[src/rtl/freq_avg_buffer.sv]
// freq_avg_buffer: captures four asynchronous channel counts, averages
// 2^AVG_LOG2 measurement windows per record and queues records in a FIFO.
module freq_avg_buffer #(
    parameter int AVG_LOG2      = 3,
    parameter int FIFO_DEPTH    = 4,
    parameter int WINDOW_CYCLES = 100011
) (
    input  logic         clk,
    input  logic         reset,
    input  logic         enable,
    input  logic [127:0] freq,
    output logic [127:0] m_data,
    output logic         m_valid,
    input  logic         m_ready,
    output logic         overflow,
    output logic [15:0]  record_count
);

    localparam int SW = 32 + AVG_LOG2;
    localparam int TW = $clog2(WINDOW_CYCLES);
    localparam int IW = (AVG_LOG2 > 0) ? AVG_LOG2 : 1;
    localparam int PW = $clog2(FIFO_DEPTH);
    localparam int CW = PW + 1;
    localparam logic [TW-1:0] T_MAX   = TW'(WINDOW_CYCLES - 1);
    localparam logic [IW-1:0] IDX_MAX = IW'((1 << AVG_LOG2) - 1);
    localparam logic [CW-1:0] C_FULL  = CW'(FIFO_DEPTH);

    logic [127:0] r_s1;
    logic [127:0] r_s2;
    logic [127:0] r_last;
    logic [TW-1:0] r_timer;
    logic          r_armed;
    logic [IW-1:0] r_idx;
    logic [SW-1:0] r_sum [4];
    logic [127:0]  r_avg;
    logic          r_avg_vld;
    logic [127:0]  r_pipe;
    logic          r_pipe_vld;
    logic [127:0]  r_mem [FIFO_DEPTH];
    logic [PW-1:0] r_wr;
    logic [PW-1:0] r_rd;
    logic [CW-1:0] r_cnt;
    logic          r_ovf;
    logic [15:0]   r_rec_cnt;

    logic          w_stable;
    logic          w_accept;
    logic          w_last_idx;
    logic [SW-1:0] w_tot [4];
    logic [31:0]   w_lane [4];
    logic [127:0]  w_new_avg;
    logic          w_pop;
    logic          w_full;
    logic          w_push;

    assign w_stable   = (r_s2 == r_s1);
    assign w_accept   = enable && w_stable &&
                        ((r_s2 != r_last) || (r_timer == T_MAX));
    assign w_last_idx = (r_idx == IDX_MAX);

    for (genvar g = 0; g < 4; g++) begin : g_lane
        assign w_tot[g]  = r_sum[g] + SW'(r_s2[32*g +: 32]);
        assign w_lane[g] = 32'(w_tot[g] >> AVG_LOG2);
    end

    assign w_new_avg = {w_lane[3], w_lane[2], w_lane[1], w_lane[0]};

    assign w_pop  = (r_cnt != '0) && m_ready;
    assign w_full = (r_cnt == C_FULL);
    assign w_push = r_pipe_vld && (!w_full || w_pop);

    assign m_valid      = (r_cnt != '0);
    assign m_data       = m_valid ? r_mem[r_rd] : '0;
    assign overflow     = r_ovf;
    assign record_count = r_rec_cnt;

    // Two-stage capture of the foreign-domain counts.
    always_ff @(posedge clk) begin
        if (reset) begin
            r_s1 <= '0;
            r_s2 <= '0;
        end else begin
            r_s1 <= freq;
            r_s2 <= r_s1;
        end
    end

    // Re-accept timer: restarts on accept, held at zero while idle.
    always_ff @(posedge clk) begin
        if (reset || !enable || w_accept) begin
            r_timer <= '0;
        end else if (r_timer != T_MAX) begin
            r_timer <= r_timer + TW'(1);
        end
    end

    // Accept bookkeeping and per-channel accumulation into an average.
    always_ff @(posedge clk) begin
        if (reset) begin
            r_last    <= '0;
            r_armed   <= 1'b1;
            r_idx     <= '0;
            r_avg     <= '0;
            r_avg_vld <= 1'b0;
            for (int c = 0; c < 4; c++) r_sum[c] <= '0;
        end else begin
            r_avg_vld <= 1'b0;
            if (!enable) begin
                r_armed <= 1'b1;
                r_idx   <= '0;
                for (int c = 0; c < 4; c++) r_sum[c] <= '0;
            end else if (w_accept) begin
                r_last  <= r_s2;
                r_armed <= 1'b0;
                if (!r_armed) begin
                    if (w_last_idx) begin
                        r_idx     <= '0;
                        r_avg     <= w_new_avg;
                        r_avg_vld <= 1'b1;
                        for (int c = 0; c < 4; c++) r_sum[c] <= '0;
                    end else begin
                        r_idx <= r_idx + IW'(1);
                        for (int c = 0; c < 4; c++) r_sum[c] <= w_tot[c];
                    end
                end
            end
        end
    end

    // Second pipeline stage between the averager and the FIFO.
    always_ff @(posedge clk) begin
        if (reset) begin
            r_pipe     <= '0;
            r_pipe_vld <= 1'b0;
        end else begin
            r_pipe     <= r_avg;
            r_pipe_vld <= r_avg_vld;
        end
    end

    // FIFO storage; contents are only observed while occupied.
    always_ff @(posedge clk) begin
        if (!reset && w_push) begin
            r_mem[r_wr] <= r_pipe;
        end
    end

    // FIFO pointers, occupancy, overflow flag and push counter.
    always_ff @(posedge clk) begin
        if (reset) begin
            r_wr      <= '0;
            r_rd      <= '0;
            r_cnt     <= '0;
            r_ovf     <= 1'b0;
            r_rec_cnt <= '0;
        end else begin
            if (w_push) begin
                r_wr      <= r_wr + PW'(1);
                r_rec_cnt <= r_rec_cnt + 16'd1;
            end
            if (w_pop) begin
                r_rd <= r_rd + PW'(1);
            end
            if (w_push && !w_pop) begin
                r_cnt <= r_cnt + CW'(1);
            end else if (w_pop && !w_push) begin
                r_cnt <= r_cnt - CW'(1);
            end
            if (r_pipe_vld && !w_push) begin
                r_ovf <= 1'b1;
            end
        end
    end

endmodule

[config.mk]
export PLATFORM = sky130hd
export DESIGN_NAME = freq_avg_buffer
export DESIGN_NICKNAME = d
export VERILOG_FILES = /design/src/rtl/freq_avg_buffer.sv
export SDC_FILE = /design/constraint.sdc
export NUM_CORES = 2
export LEC_CHECK = 0
export BUFFER_PORTS_ARGS = -buffer_cell sky130_fd_sc_hd__buf_2
export CAP_MARGIN = 20
export CORE_UTILIZATION = 55
export CTS_CLUSTER_DIAMETER = 40
export DETAILED_ROUTE_END_ITERATION = 16
export PLACE_DENSITY_LB_ADDON = 0.25
export SLEW_MARGIN = 25
export SYNTH_ARGS = -nofsm -noshare
export SYNTH_HDL_FRONTEND = slang
export SYNTH_SLANG_ARGS = --single-unit
[constraint.sdc]
create_clock -name clk -period 4.9 [get_ports clk]
set_input_delay 0.735 -clock clk [delete_from_list [all_inputs] [get_ports clk]]
set_output_delay 0.735 -clock clk [all_outputs]
set_load 0.05 [all_outputs]
==> out/qor.yml <==
critical_path:
  cp.arrival_ps: 4760
  worstPathRequired_ps: 5390
  worst_path_max_delay_cell: "a2111oi_0"
  path_max_fanout: 5
  cp-start-kind: "register"
  critical_path.max_stage_delay_ps: 790
  crit_top_cell: "a211oi_1"
  path_class: "register to register"
  crit_path_end_kind: "register"
  cp_cell_sequence: "ha_1 -> fa_1 -> a211oi_1 -> o21bai_1 -> a211oi_1 -> a211oi_1 -> o221a_2 -> o2111ai_1 -> mux2i_1 -> a2111oi_0 -> nor2_1"
drt:
  vias_per_cell: 5.73
  wl_met3_um: 9430
  drc: 0
  drt-total-wl_um: 149000
  vias: 36400
  met2WireLength_um: 65300
  dr.pass1.iters: 6
  ant_nets: 0
  wl_met1_um: 67200
  avgRoutedWirePerCell_um: 23.4
  drt-initial-drc-count: 2938
  routed.top_layer: "met4"
global_route:
  overflow: 0
  antenna_found_initial: 2
  grt_max_degree: 192
  grt_use_total_pct: 28.7
  grt_pass1_wl_um: 220000
  grt_pass1_vias: 34600
timing:
  period_minus_slack_ps: 4260
  post-route-period-util_pct: 87.0
  hold_violations: 0
  rsz0062_at_grt: "no"
  finalSetupViolations: 0
  fin_setup_tns_ps: 0
  max_freq_mhz: 235
  worstMarginPinSlew_ps: 1070
  slew_headroom_pct: 28.8
  final.setup_skew_ps: 26.4
  worst_hold_slack_ps: 171
  maxSlewViolCount: 0
cts:
  cts_max_level: 4
  cts_root_buf: "clkbuf_16"
  clk_pin_slew_ps: 60
  cts_resized: 0
  clockBufferDepth: 3
  post_cts_buffers: 0
  holdBufCountCts: 0
  cts.sinks: 1341
  clock_latency_ps: 780
  numCtsBuffers: 161
  tritoncts: "built"
placed_design:
  place_hpwl_um: 105000
  port_buffers: 277
  place.gp.congestion: 1.03
yosys:
  synth_cell_types: 75
  syn_nets: 4856
  synth_flop_cell: "dfxtp_1"
  yosysWarningCount: 0
  ys_ff_latch: 1341
  yosysTopAreaCell: "edfxtp_1"
  synth-edff-count: 652
  synthCells: 4581
  syn-cell-area_um2: 55800
  async_flop_share_pct: 0
  ys_seq_area_share_pct: 59.8
  syn_avg_cell_area_um2: 12.2
  ys_top_cells_by_area: "edfxtp_1 35%, dfxtp_1 25%, mux4_2 5.2%"
  synth_top_cell_area_share_pct: 35.1
floorplan:
  ios: 278
  die_area_um2: 103000
  fp.coreArea_um2: 100000
  start_util_pct: 55.6
  die_y_um: 321
  row_count: 116
  die_width_um: 321
final_layout:
  final_core_util_pct: 64.2
  nNetsFinal: 5138
  n_antenna_cell: 0
  layout-drive-gt1-share_pct: 15.3
  nFillCells: 7669
  areaGrowthSynthToFinish_pct: 15.4
power:
  p_clk_share_pct: 48.2
  powerDensity_nw_per_um2: 395
  seqPwrFrac_pct: 47.2
  p_sw_mw: 5.93
  p_total_mw: 25.5
  p_leak_nw: 27.4
  combPwrFrac_pct: 4.6
  internal_power_mw: 19.5
  p_sw_share_pct: 23.3
  peakVddDrop_mv: 0.282
job:
  maxCapViolCount: 0
min_path:
  hold_path.class: "primary input to register"
status:
  status: "finished, final reports clean"
==> layout make-up <==
type                       instances  area (µm²)  area share [%]
sequential                      1341       33400            51.8
multi-input combinational       2956       21400            33.3
clock buffer                     211        4570            7.09
timing repair buffer             328        1970            3.05
tap                             1357        1700            2.64
clock inverter                    90        1090            1.69
inverter                          75         282           0.437
==> routing by layer <==
layer | global-route usage (%) | vias to the layer above
li1 | - | 17000
met1 | 41.8 | 17900
met2 | 42.6 | 1256
met3 | 4.00 | 259
met4 | 13.4 | 0
met5 | 0 | -
==> synthesized netlist by cell type (all sizes together), types with 74 or more instances <==
cell type,number
mux4,128
nand2,275
and3,109
edfxtp,652
ha,138
nor2,332
and2,139
a21oi,237
xnor2,180
a21o,74
inv,74
mux2i,122
xor2,153
o21ai,82
dfxtp,689
nor2b,436
clkbuf,169
==> sequential cells by signal, indices dropped and copies added, names as in the netlist, 17 cells and up, named ones only <==
register / flops
r_timer: 17
r_s1: 128
r_s2: 128
r_mem: 512
r_sum: 140
r_avg: 128
r_last: 128
r_pipe: 128
==> cell usage in the layout (no fill, tap or decap), types with 20 or more instances in the layout <==
cell	n
a211oi_1	34
a21o_1	74
a21oi_1	237
and2_1	139
and3_1	105
buf_2	276
buf_4	36
clkbuf_1	24
clkbuf_16	169
clkinv_2	22
dfxtp_1	687
edfxtp_1	652
ha_1	138
inv_1	74
mux2i_1	122
mux4_2	128
nand2_1	274
nand2b_1	72
nand3_1	49
nand4_1	67
nor2_1	330
nor2b_1	436
nor3_1	43
nor4_1	55
o21ai_0	65
o21bai_1	20
xnor2_1	180
xor2_1	153
==> per-stage QoR <==
stage / instance area [µm²] / std cells / setup WS [ps]
2_1_floorplan: 55800 / 4581 / 1400
3_3_place_gp: 58700 / 6057 / 723
3_5_place_dp: 58700 / 6057 / 694
4_1_cts: 64400 / 6358 / 712
5_1_grt: 64400 / 6358 / 458
6_report: 64400 / 6358 / 638
==> critical path, delay by kind of cell (launching register included) <==
kind            cells  cell delay, ps
compound gates      7            2720
fa+ha+maj           2             690
flops               1             370
mux                 1             120
simple gates        1              80
==> power groups by stage <==
stage	Combinational (mW)	Clock, mW	Sequential [mW]
after CTS	1.15	12.4	12.0
final	1.17	12.3	12.0
after global routing	1.25	12.9	12.0
after floorplan	0.744	0	12.1
after detailed placement	1.15	0	12.3
after global placement	1.15	0	12.3
==> final timing paths <==
path / slack (ps) / to / start / cells past startpoint
max: 640 / r_sum[0][24] / r_s2[0] / 11
min: 170 / r_s1[60] / freq[60] / 2
max reg2reg: 640 / r_sum[0][24] / r_s2[0] / 11
min reg2reg: 430 / r_pipe_vld / r_avg_vld / 1
==> cells by family (layout without fill, tap and decap cells) <==
kind of cell	after synthesis	after routing	share of synthesized area, %
and+or+nand+nor	1640	1640	15.6
muxes	253	253	7.41
adders and majority gates	143	143	3.27
xor gates and xnor gates	333	333	5.23
buffers and inverters	284	704	1.96
AOI/OAI and AO/OA	587	587	6.73
DFF	1341	1341	59.8
Note: power is estimated with default switching activity, not from simulation.
